[src/rtl/fetch_unit.sv]
// Instruction fetch stage: streams words from instruction memory into a single
// registered slot with a valid/ready handoff, taking branch/jump redirects.
module fetch_unit #(
  parameter logic [31:0] PROG_LENGTH = 32'd22,
  parameter logic [31:0] RESET_PC    = 32'd0
) (
  input  logic        clk,
  input  logic        reset_n,
  output logic [31:0] PC,
  input  logic [31:0] Instruction,
  output logic [31:0] ir_out,
  output logic [31:0] ir_pc,
  output logic        ir_valid,
  input  logic        ir_ready,
  input  logic        redirect_valid,
  input  logic        redirect_kind,
  input  logic [31:0] redirect_base,
  input  logic [25:0] redirect_imm,
  output logic [1:0]  opclass,
  output logic [15:0] fetch_count,
  output logic        halted
);

  localparam logic [1:0] ST_FETCH = 2'd0;
  localparam logic [1:0] ST_WAIT  = 2'd1;
  localparam logic [1:0] ST_DONE  = 2'd2;

  logic [1:0]  state;
  logic [31:0] branch_target;
  logic [31:0] jump_target;
  logic [31:0] redirect_target;
  logic        handoff;
  logic        slot_free;
  logic        pc_in_range;

  // Branch offsets are relative to the instruction after the branch; the sum
  // wraps modulo 2^32 and a wrapped target simply lands beyond the program.
  assign branch_target   = redirect_base + 32'd1
                         + {{16{redirect_imm[15]}}, redirect_imm[15:0]};
  assign jump_target     = {6'd0, redirect_imm};
  assign redirect_target = redirect_kind ? jump_target : branch_target;

  assign handoff     = ir_valid && ir_ready;
  assign slot_free   = !ir_valid || ir_ready;
  assign pc_in_range = (PC <= PROG_LENGTH);

  assign opclass = ir_out[31:30];
  assign halted  = (state == ST_DONE) && !ir_valid;

  // NOTE: sequential state uses non-blocking assignments only, so every
  // register here samples the pre-edge values of the others.
  always_ff @(posedge clk) begin
    if (!reset_n) begin
      state       <= ST_FETCH;
      PC          <= RESET_PC;
      ir_out      <= 32'd0;
      ir_pc       <= 32'd0;
      ir_valid    <= 1'b0;
      fetch_count <= 16'd0;
    end else if (redirect_valid) begin
      // A redirect discards the slot contents, including any handoff this cycle.
      ir_valid <= 1'b0;
      PC       <= redirect_target;
      state    <= (redirect_target > PROG_LENGTH) ? ST_DONE : ST_FETCH;
    end else begin
      if (handoff && (fetch_count != 16'hFFFF)) begin
        fetch_count <= fetch_count + 16'd1;
      end

      case (state)
        ST_FETCH, ST_WAIT: begin
          if (slot_free) begin
            if (pc_in_range) begin
              ir_out   <= Instruction;
              ir_pc    <= PC;
              ir_valid <= 1'b1;
              PC       <= PC + 32'd1;
              state    <= ST_FETCH;
            end else begin
              // Slot is free here, so any held instruction was just accepted.
              ir_valid <= 1'b0;
              state    <= ST_DONE;
            end
          end else begin
            state <= ST_WAIT;
          end
        end
        ST_DONE: begin
          if (handoff) begin
            ir_valid <= 1'b0;
          end
        end
        default: begin
          state <= ST_FETCH;
        end
      endcase
    end
  end

endmodule

[config.mk]
export PLATFORM = sky130hd
export DESIGN_NAME = fetch_unit
export DESIGN_NICKNAME = d
export VERILOG_FILES = /design/src/rtl/fetch_unit.sv
export SDC_FILE = /design/constraint.sdc
export NUM_CORES = 1
export LEC_CHECK = 0
export CORE_MARGIN = 2
export CORE_UTILIZATION = 51
export DETAILED_ROUTE_END_ITERATION = 10
export PLACE_DENSITY = 0.87
export SYNTH_ARGS = -nofsm -noshare
export SYNTH_HDL_FRONTEND = slang
export SYNTH_SLANG_ARGS = --single-unit
[constraint.sdc]
create_clock -name clk -period 8.6 [get_ports clk]
set_clock_uncertainty 0.1 [all_clocks]
set_input_delay 1.29 -clock clk [delete_from_list [all_inputs] [get_ports clk]]
set_output_delay 1.29 -clock clk [all_outputs]
set_load 0.05 [all_outputs]
; ---- Yosys cells after proc, flatten, opt, wreduce, memory -nomap -nowiden
; Index checks and enable logic that the tools add are counted.
[classes]
add_sub_neg = 4
n_mul = 0
div = 0
order_cmp = 2
eq_ne = 6
shift = 0
muxes = 14
bitwise_logic = 2
reduce_logical = 16
[op_table]
columns = operator, count
row1 = $mux W32, 5
row2 = $add A32 B1 Y32 const B, 2
row3 = $add A32 B32 Y32, 1
row4 = $gt A32 B5 Y1 const B, 1
row5 = $le A32 B5 Y1 const B, 1
row6 = $add A16 B1 Y16 const B, 1
row7 = $ne A16 B16 Y1 const B, 1
row8 = $mux W2, 4
row9 = $reduce_bool A2 Y1, 4
row10 = $ne A2 B2 Y1 const B, 3
row11 = $reduce_and A3 Y1, 2
row12 = $pmux W2 S2, 1
row13 = $reduce_and A4 Y1, 1
row14 = $reduce_or A2 Y1, 2
row15 = $logic_and A1 B1 Y1, 3
row16 = $mux W1, 3
row17 = $eq A2 B1 Y1 const B, 1
row18 = $eq A2 B2 Y1 const B, 1
row19 = $logic_not A2 Y1, 1
row20 = $not A1 Y1, 2
row21 = $pmux W1 S2, 1
row22 = $reduce_and A2 Y1, 1
row23 = $logic_not A1 Y1, 1
row24 = $logic_or A1 B1 Y1, 1
[totals]
reg_bits = 115
latchBits = 0
ramBits = 0
mem_bits_ro = 0
in_bits = 95
out_inout_bits = 116
elab_cells = 50
memories = 0

; ---- Depth between registers and ports, before layout
; Gate-level depths: netlist of run 1.
[logic_depth]
ltp_word = 6
depth_mapped = 12
depth_no_buf = 12

; ---- Worst setup path after synthesis of run 1
; OpenSTA, ideal clock, no wires.
[synth_timing]
path_kind = in2reg
start = input redirect_base[0]
end = register state[1]
setup_ns = 0.130
arrival_time_ns = 3.750
required_time_ns = 8.370
setup_slack_ns = 4.621
stages = 12
n_path_buf = 0
cell_sequence = inv_1 -> ha_1 -> fa_1 -> nor2b_1 -> o31ai_2 -> a21oi_2 -> nor2_1 -> o311ai_0 -> nand4_1 -> or4_1 -> a2111oi_2 -> a21oi_1
[synth_between]
elab_chain_len = 6
[synth_lines]
columns = item, line
row1 = "start, declared", 17  ; input logic [31:0] redirect_base,
row2 = $add A32 B1 Y32, 38  ; assign branch_target = redirect_base + 32'd1
row3 = $add A32 B32 Y32, 39  ; + {{16{redirect_imm[15]}}, redirect_imm[15:0]};
row4 = $mux W32, 41  ; assign redirect_target = redirect_kind ? jump_target : branch_target;
row5 = $gt A32 B5 Y1, 64  ; state <= (redirect_target > PROG_LENGTH) ? ST_DONE : ST_FETCH;
row6 = $mux W2, 64
row7 = $mux W2, 60  ; end else if (redirect_valid) begin
row8 = "end signal, assigned", 64
row9 = "end, declared", 28  ; logic [1:0] state;
; Every way passes these cells.
; A chain may end at the register's enable or synchronous reset.

; ---- Worst setup path after layout of run 1
[layout_timing]
start = input redirect_imm[15]
end = register state[1]
[layout_between]
elab_chain_len = 5
[layout_lines]
columns = item, line
row1 = "start, declared", 18  ; input logic [25:0] redirect_imm,
row2 = $add A32 B32 Y32, 39
row3 = $mux W32 *, 41
row4 = $gt A32 B5 Y1 *, 64
row5 = $mux W2 *, 64
row6 = $mux W2 *, 60
; Every way passes the cells marked *; elsewhere a longest branch is shown, timed or not.

==> impl_metrics.json, run 1 <==
{
  "min_period_ns": 4.609,
  "rsz0062_at_grt": "false",
  "cts-resized-gates": 0,
  "overflow": 0,
  "syn_nets": 973,
  "setup_viol": 0,
  "io_pins": 211,
  "first_pass_iters": 6,
  "ys_seq_area_share_pct": 34.84,
  "crit_path_end": "state[1]",
  "drc": 0,
  "async_reset_ff_share_pct": 0,
  "numCtsBuffers": 17,
  "synthDistinctLibCells": 77,
  "place_congestion": 0.9983,
  "tns_ns": 0,
  "die_width_um": 117.8,
  "clock-sinks": 115,
  "drive_gt1_share_pct": 5.470,
  "dieArea_um2": 13880,
  "die_h_um": 117.8,
  "vias": 7168,
  "arrival_ns": 4.81,
  "antennaDiodeCount": 0,
  "initial_utilization_pct": 52.36,
  "grt_usage_pct": 30.30,
  "path_class": "in2reg",
  "r2r_slack_ns": 4.92,
  "finalHoldViolCount": 0,
  "synth_ff_type": "dfxtp_1",
  "coreArea_um2": 12620,
  "clkSlewWorstSetupHoldPaths_ns": 0.05,
  "rows": 41,
  "r2r_start": "PC[11]",
  "holdCritPathClass": "reg2reg",
  "hold_ws_ns": 0.3523,
  "worst_pin_slew_ns": 1.059,
  "vdd_drop_max_uv": 161.4,
  "final_antenna_net_count": 0,
  "power.density_nw_per_um2": 168.7,
  "final_common_cell": "clkdlybuf4s50_1",
  "slew_headroom_pct": 29.13,
  "clock_latency_ns": 0.42,
  "worstReg2RegEnd": "ir_pc[27]",
  "worstPathRequired_ns": 8.80,
  "cp-end-kind": "flop",
  "final_cell_mix": "clkdlybuf4s50_1, nand2_1, dfxtp_1",
  "status": "finished clean",
  "syn_inst": 843,
  "clockBufferDepth": 2,
  "drv_cap": 0,
  "cts_setup_buffers": 0,
  "io_buffers": 210,
  "place_hpwl_mm": 15.33,
  "wl_per_cell_um": 17.65,
  "clockRootBuffer": "clkbuf_16",
  "cts_hold_buf": 0,
  "cts_tree": "yes",
  "crit_fanout": 18,
  "wl_mm": 21.43,
  "grt_pass1_wl_mm": 34.22,
  "viasPerCell": 5.904,
  "netlist_area_um2": 6608,
  "power_mw": 1.577,
  "ys_ff_latch": 115,
  "finalCritPeriodShare_pct": 53.59,
  "reg2reg_depth": 7,
  "ctsHtreeMaxLevel": 4,
  "p_leak_nw": 3.585,
  "synth_edf_count": 0,
  "drtIter0Drc": 647,
  "antenna_found_initial": 0,
  "syn_avg_cell_area_um2": 7.838,
  "slew_viol_final": 0,
  "area_growth_pct": 41.51,
  "start_kind": "primary input",
  "grt_pass1_vias": 6675,
  "nFillCells": 950,
  "fin_nets": 1159,
  "fmax_mhz": 217.0,
  "crit_start": "redirect_imm[15]",
  "grt_max_degree": 73,
  "ys_warn_count": 0
}
-- area by class of cell --
type | instances | area, um2 | area share (%)
Clock buffer | 18 | 439.2 | 4.697
Clock inverter | 14 | 130.1 | 1.392
Inverter | 18 | 67.56 | 0.7226
Multi-Input combinational cell | 661 | 4054 | 43.36
Sequential cell | 115 | 2302 | 24.62
Tap cell | 172 | 215.2 | 2.302
Timing Repair Buffer | 216 | 2142 | 22.91
-- cells by family (layout without fill, tap and decap cells) --
group,after synthesis,count (layout),share of synthesized area [%]
xor+xnor,19,19,2.518
mux,14,14,2.140
buf+inv,67,266,3.939
simple gates,354,354,24.84
fa+ha+maj,35,35,6.741
compound gates,239,239,24.98
flops,115,115,34.84
-- layer usage --
metal | routed length [um] | GRT usage, % | part of all wire, % | vias up
li1 | - | - | - | 3445
met4 | 516 | 10.17 | 2.4 | 0
met1 | 8959 | 37.59 | 42 | 3357
met2 | 10310 | 52.07 | 48 | 323
met3 | 1642 | 6.541 | 7.7 | 43
met5 | 0 | 0 | 0 | -
-- cell usage after synthesis, drive strengths merged (4+ instances only) --
cell       n  area [um2]
nand4     17       106.4
nor3b      6       45.04
dfxtp    115        2302
xnor2     11       96.34
nor2      85       319.1
a21boi     5       37.54
nor2b     11       68.82
o211a      6       60.06
nand2    141       529.3
nor3      13       65.06
o21a       5       37.54
o211ai    14       105.1
inv       16       60.06
o21ai     37       185.2
ha        34       425.4
o2111ai    6       70.07
a211oi    21       157.7
a311oi     4       35.03
a2bb2oi    4       35.03
nand3     13       65.06
buf        6       31.27
a2111oi    4       48.80
nor4       8       50.05
mux2i     13       130.1
a21oi     77       389.1
and3      32       200.2
clkbuf    43       161.4
xor2       8       70.07
and2       8       52.55
or3        9       56.30
a21o      13       97.59
o311ai     5       43.80
-- worst min-delay path by stage --
stage,endpoint,depth (start not counted),from,slack [ns]
3_3_place_gp,ir_pc[3],2,ir_pc[3],0.34
4_1_cts,ir_out[21],2,ir_out[21],0.35
6_report,ir_out[24],2,ir_out[24],0.35
3_5_place_dp,ir_out[21],2,ir_out[21],0.35
5_1_grt,ir_out[26],2,ir_out[26],0.37
2_1_floorplan,ir_valid,4,state[0],0.47
-- power breakdown --
| group | leakage (nW) | internal [mW] | switching [mW] |
|---|---|---|---|
| registers | 0.933 | 0.546 | 0.0156 |
| logic | 2.38 | 0.142 | 0.206 |
| clock network | 0.277 | 0.406 | 0.261 |
-- sequential cells by signal, indices dropped and copies added (netlist names) --
signal,cells
state,2
ir_valid,1
ir_out,32
ir_pc,32
fetch_count,16
PC,32
-- critical path, stage by stage --
cell and delay [ns]:
clkdlybuf4s50_1 0.78, ha_1 0.61, a21oi_1 0.19, nor2_1 0.05
a211oi_1 0.39, nor2_1 0.11, nor4_1 0.29, o31ai_1 0.13
or4_1 0.58, a2111oi_2 0.29, a21oi_1 0.09
-- per-stage QoR --
| step | worst slack, ns | instance area [um2] | util [%] | cells |
|---|---|---|---|---|
| finish | 3.991 | 9350 | 74.09 | 1214 |
| global route | 3.731 | 9350 | 74.09 | 1214 |
| CTS | 4.053 | 9350 | 74.09 | 1214 |
| detailed placement | 3.595 | 8781 | 69.58 | 1182 |
| global placement | 3.706 | 8781 | 69.58 | 1182 |
| floorplan | 4.621 | 6608 | - | 843 |
Power figures use the tool's default switching activity.
==> run 2: changes to the inputs <==
CORE_UTILIZATION = 47   (was 51)
PLACE_DENSITY = 0.81   (was 0.87)
clock period = 4.39 ns   (was 8.6 ns; I/O delays follow)
==> run 2 against run 1 <==
  * Global-route usage shrank 2.7 points
  * Sequential power is 96% higher
  * Worst hold slack improved by 0.0023 ns
  * Design area grew 1.1%
  * Worst setup slack got worse by 3.4 ns
  * Count of clock-buffer cells in the layout up 1
  * Clock power grew 120%
  * Critical endpoint unchanged
  * Largest cell class unchanged
  * Largest power group unchanged
  * Highest routed layer unchanged
==> impl_metrics.json, run 2 (synthesized netlist as in run 1, its figures left out) <==
{
  "rows": 43,
  "cp-end-kind": "flop",
  "r2r_slack_ns": 1.42,
  "slew_viol_final": 0,
  "antennaDiodeCount": 0,
  "final_common_cell": "clkdlybuf4s50_1",
  "arrival_ns": 3.99,
  "regArea_um2": 2302,
  "slew_headroom_pct": 28.00,
  "viasPerCell": 5.790,
  "grt_pass1_wl_mm": 32.80,
  "fin_nets": 1164,
  "reg2reg_depth": 9,
  "holdCritPathClass": "reg2reg",
  "cts_hold_buf": 0,
  "initial_utilization_pct": 47.79,
  "power.density_nw_per_um2": 342.4,
  "finalHoldViolCount": 0,
  "final_antenna_net_count": 0,
  "antenna_found_initial": 0,
  "status": "finished clean",
  "min_period_ns": 3.817,
  "cts-resized-gates": 0,
  "drc": 0,
  "crit_fanout": 6,
  "grt_pass1_vias": 6453,
  "p_leak_nw": 3.622,
  "drtIter0Drc": 527,
  "power_mw": 3.236,
  "holdPathEnd": "ir_out[26]",
  "finalCritPeriodShare_pct": 86.95,
  "hold_path_depth": 2,
  "path_class": "in2reg",
  "clockRootBuffer": "clkbuf_16",
  "drv_cap": 0,
  "first_pass_iters": 5,
  "io_pins": 211,
  "top_regs": "PC x32, ir_out x32, ir_pc x32",
  "clockBufferDepth": 2,
  "overflow": 0,
  "multi_input_area_um2": 4054,
  "wl_mm": 20.99,
  "clkSlewWorstSetupHoldPaths_ns": 0.06,
  "wl_per_cell_um": 17.12,
  "start_kind": "primary input",
  "clock_latency_ns": 0.41,
  "numCtsBuffers": 17,
  "worst_pin_slew_ns": 1.078,
  "worstPathRequired_ns": 4.57,
  "setup_viol": 0,
  "vdd_drop_max_uv": 274.4,
  "io_buffers": 210,
  "dieArea_um2": 15020,
  "area_growth_pct": 43.06,
  "cts_setup_buffers": 0,
  "ctsHtreeMaxLevel": 4,
  "fmax_mhz": 262.0,
  "final_cell_mix": "clkdlybuf4s50_1, nand2_1, dfxtp_1",
  "r2r_start": "PC[11]",
  "die_width_um": 122.6,
  "grt_usage_pct": 27.65,
  "worstReg2RegEnd": "ir_out[29]",
  "place_congestion": 0.9489,
  "grt_max_degree": 65,
  "drive_gt1_share_pct": 5.736,
  "place_hpwl_mm": 15.65,
  "vias": 7098,
  "rsz0062_at_grt": "false",
  "cts_tree": "yes",
  "nFillCells": 1157,
  "coreArea_um2": 13830,
  "die_h_um": 122.6,
  "clock-sinks": 115,
  "tns_ns": 0,
  "hp-start": "ir_out[26]"
}
[run 2: through the flow]
stage | hold WS (ns) | instances | utilization [%] | setup slack [ns] | area (um2)
floorplan | 0.4711 | 843 | - | 1.042 | 6608
global placement | 0.3409 | 1195 | 63.85 | 0.2924 | 8828
detailed placement | 0.3466 | 1195 | 63.85 | 0.2145 | 8828
CTS | 0.3539 | 1226 | 68.36 | 0.6271 | 9453
global route | 0.3746 | 1226 | 68.36 | 0.2478 | 9453
finish | 0.3546 | 1226 | 68.36 | 0.5728 | 9453
[run 2: layout make-up]
cell class	instances	area share, %
inverters	18	0.7148
clock inverters	12	1.919
flip-flops and latches	115	24.35
well taps	180	2.383
repair buffers	221	23.06
clock buffers	19	4.686
multi-input cells	661	42.89
[run 2: worst max-delay path: stages]
cell	delay, ns
clkdlybuf4s50_1	0.44
ha_1	0.37
a21o_1	0.23
a31o_1	0.30
a21boi_1	0.49
a2111oi_2	0.17
nor4_1	0.22
o31ai_1	0.13
or4_1	0.59
a2111oi_2	0.30
a21oi_1	0.10
[run 2: how the worst max path moves through the flow]
stage	from	to	slack, ns
3_3_place_gp	redirect_imm[6]	state[1]	0.29
4_1_cts	redirect_imm[0]	state[1]	0.63
2_1_floorplan	redirect_base[0]	state[1]	1.04
3_5_place_dp	redirect_imm[0]	state[1]	0.21
5_1_grt	redirect_imm[0]	state[1]	0.25
6_report	redirect_imm[6]	state[1]	0.57
[run 2: power by group]
part           switching (mW)  internal [mW]  leakage, nW
registers              0.0311           1.07        0.933
logic                   0.403          0.281         2.40
clock network           0.488          0.963        0.292
total                   0.923           2.31         3.62
[run 2: routing by layer]
layer  up-vias  track usage (%)  wire, um
met5         -                0         0
met4         0            10.70       573
met3        50            6.320      1814
met2       317            46.98      9940
met1      3272            33.91      8659
li1       3459                -         -
==> run 3: changes to the inputs <==
CORE_MARGIN = 4   (was 2)
==> run 3 against run 2 <==
  * Largest cell class unchanged
  * First-iteration DRC count shrank 11%
  * Routed wire length is 2.2% higher
  * Largest power group unchanged
  * Cell count increased by 0.24%
  * Critical path depth unchanged
  * Non-clock buffer count rose by 2
  * Critical endpoint unchanged
  * Die area up 6.6%
==> impl_metrics.json, run 3 (synthesized netlist as in run 1, its figures left out) <==
{
  "status": "finished clean",
  "viasPerCell": 5.731,
  "reg2reg_depth": 8,
  "start_kind": "primary input",
  "p_clk_share_pct": 43.5,
  "overflow": 0,
  "pwr-share-comb_pct": 21.7,
  "clockRootBuffer": "clkbuf_16",
  "cp_slowest_cell": "or4_1",
  "wl_per_cell_um": 17.45,
  "worstReg2RegEnd": "ir_pc[30]",
  "grt_pass1_wl_mm": 34.15,
  "ctsHtreeMaxLevel": 4,
  "antenna_found_initial": 0,
  "seq_power_share_pct": 34.7,
  "tns_ns": 0,
  "rsz0062_at_grt": "false",
  "drc": 0,
  "final_cell_mix": "clkdlybuf4s50_1, nand2_1, dfxtp_1",
  "clock_latency_ns": 0.40,
  "vias": 7044,
  "worst_pin_slew_ns": 1.062,
  "slew_headroom_pct": 28.97,
  "rows": 43,
  "die_h_um": 126.6,
  "dieArea_um2": 16020,
  "hp-start": "ir_out[1]",
  "first_pass_iters": 5,
  "cts_tree": "yes",
  "p_leak_nw": 3.617,
  "grt_pass1_vias": 6717,
  "top_regs": "PC x32, ir_out x32, ir_pc x32",
  "cpMostUsedCell": "a2111oi_2",
  "die_width_um": 126.6,
  "arrival_ns": 4.00,
  "min_period_ns": 3.823,
  "r2r_start": "PC[11]",
  "cts_hold_buf": 0,
  "cts_setup_buffers": 0,
  "crit_fanout": 6,
  "r2r_slack_ns": 1.41,
  "finalCritPeriodShare_pct": 87.09,
  "utilization_pct": 68.21,
  "path_cells": "clkdlybuf4s50_1 -> ha_1 -> a21o_1 -> a31o_1 -> a21boi_1 -> a2111oi_2 -> nor4_1 -> o31ai_1 -> or4_1 -> a2111oi_2 -> a21oi_1",
  "numCtsBuffers": 17,
  "initial_utilization_pct": 47.79,
  "final_antenna_net_count": 0,
  "grt_usage_pct": 26.03,
  "place_inst": 1197,
  "cts-resized-gates": 0,
  "wl_mm": 21.45,
  "p_sw_share_pct": 29.22,
  "path_class": "in2reg",
  "clockBufferDepth": 2,
  "holdCritPathClass": "reg2reg",
  "fin_nets": 1166,
  "layout.cells.non_filler": 1229,
  "slew_viol_final": 0,
  "final_common_cell": "clkdlybuf4s50_1",
  "io_buffers": 210,
  "p_int_mw": 2.242,
  "cp-end-kind": "flop",
  "hold_path_depth": 2,
  "crit_path_max_incr_delay_ns": 0.58,
  "worstPathRequired_ns": 4.57,
  "drtIter0Drc": 470,
  "finalHoldViolCount": 0,
  "drive_gt1_share_pct": 6.006,
  "power.density_nw_per_um2": 335.9,
  "clkSlewWorstSetupHoldPaths_ns": 0.05,
  "coreArea_um2": 13830,
  "fmax_mhz": 261.6,
  "holdPathEnd": "ir_out[1]",
  "place_congestion": 0.9250,
  "place_hpwl_mm": 16.10,
  "drv_cap": 0,
  "grt_max_degree": 65,
  "io_pins": 211,
  "clock-sinks": 115,
  "p_switching_mw": 0.9255,
  "vdd_drop_max_uv": 267.1,
  "area_growth_pct": 42.74,
  "setup_viol": 0,
  "antennaDiodeCount": 0
}
==> run 3: stage by stage <==
stage                     instance area (um2)  hold slack (ns)  power [mW]  worst slack, ns
after floorplan                          6608           0.4711       1.544            1.042
after global placement                   8838           0.3414       1.794           0.2712
after detailed placement                 8838           0.3461       1.798           0.2098
after CTS                                9432           0.3540       3.178           0.6219
after global routing                     9432           0.3731       3.307           0.3958
final                                    9432           0.3524       3.168           0.5667
==> run 3: cell type report <==
| type | count | area [um2] |
|---|---|---|
| fillers | 1146 | 4395 |
| multi-input cells | 661 | 4054 |
| flip-flops and latches | 115 | 2302 |
| repair buffers | 223 | 2190 |
| clock buffers | 19 | 432.9 |
| well taps | 180 | 225.2 |
| clock inverters | 13 | 160.2 |
| inverters | 18 | 67.56 |
==> run 3: power by group through the flow <==
stage | registers (mW) | clock network [mW] | logic (mW)
after floorplan | 1.19 | 0 | 0.349
after global placement | 1.12 | 0 | 0.673
after detailed placement | 1.12 | 0 | 0.677
after CTS | 1.10 | 1.40 | 0.681
after global routing | 1.10 | 1.46 | 0.741
final | 1.10 | 1.38 | 0.689
==> run 3: routing by layer <==
metal | track usage, % | wire (um) | up-vias
met5 | 0 | 0 | -
met2 | 43.65 | 10020 | 319
li1 | - | - | 3456
met4 | 8.202 | 466 | 0
met1 | 33.84 | 9368 | 3229
met3 | 5.095 | 1592 | 40
==> run 3: worst max-delay path by stage <==
stage	start	cells past startpoint	to
2_1_floorplan	redirect_base[0]	12	state[1]
3_3_place_gp	redirect_imm[6]	11	state[1]
3_5_place_dp	redirect_imm[0]	13	state[1]
4_1_cts	redirect_imm[0]	13	state[1]
5_1_grt	redirect_imm[0]	13	state[1]
6_report	redirect_imm[6]	11	state[1]
==> run 3: critical path: cells and delay by family <==
| kind | cells | cell delay, ns |
|---|---|---|
| simple gates | 2 | 0.79 |
| fa+ha+maj | 1 | 0.38 |
| compound gates | 7 | 1.70 |
| buf+inv | 1 | 0.47 |
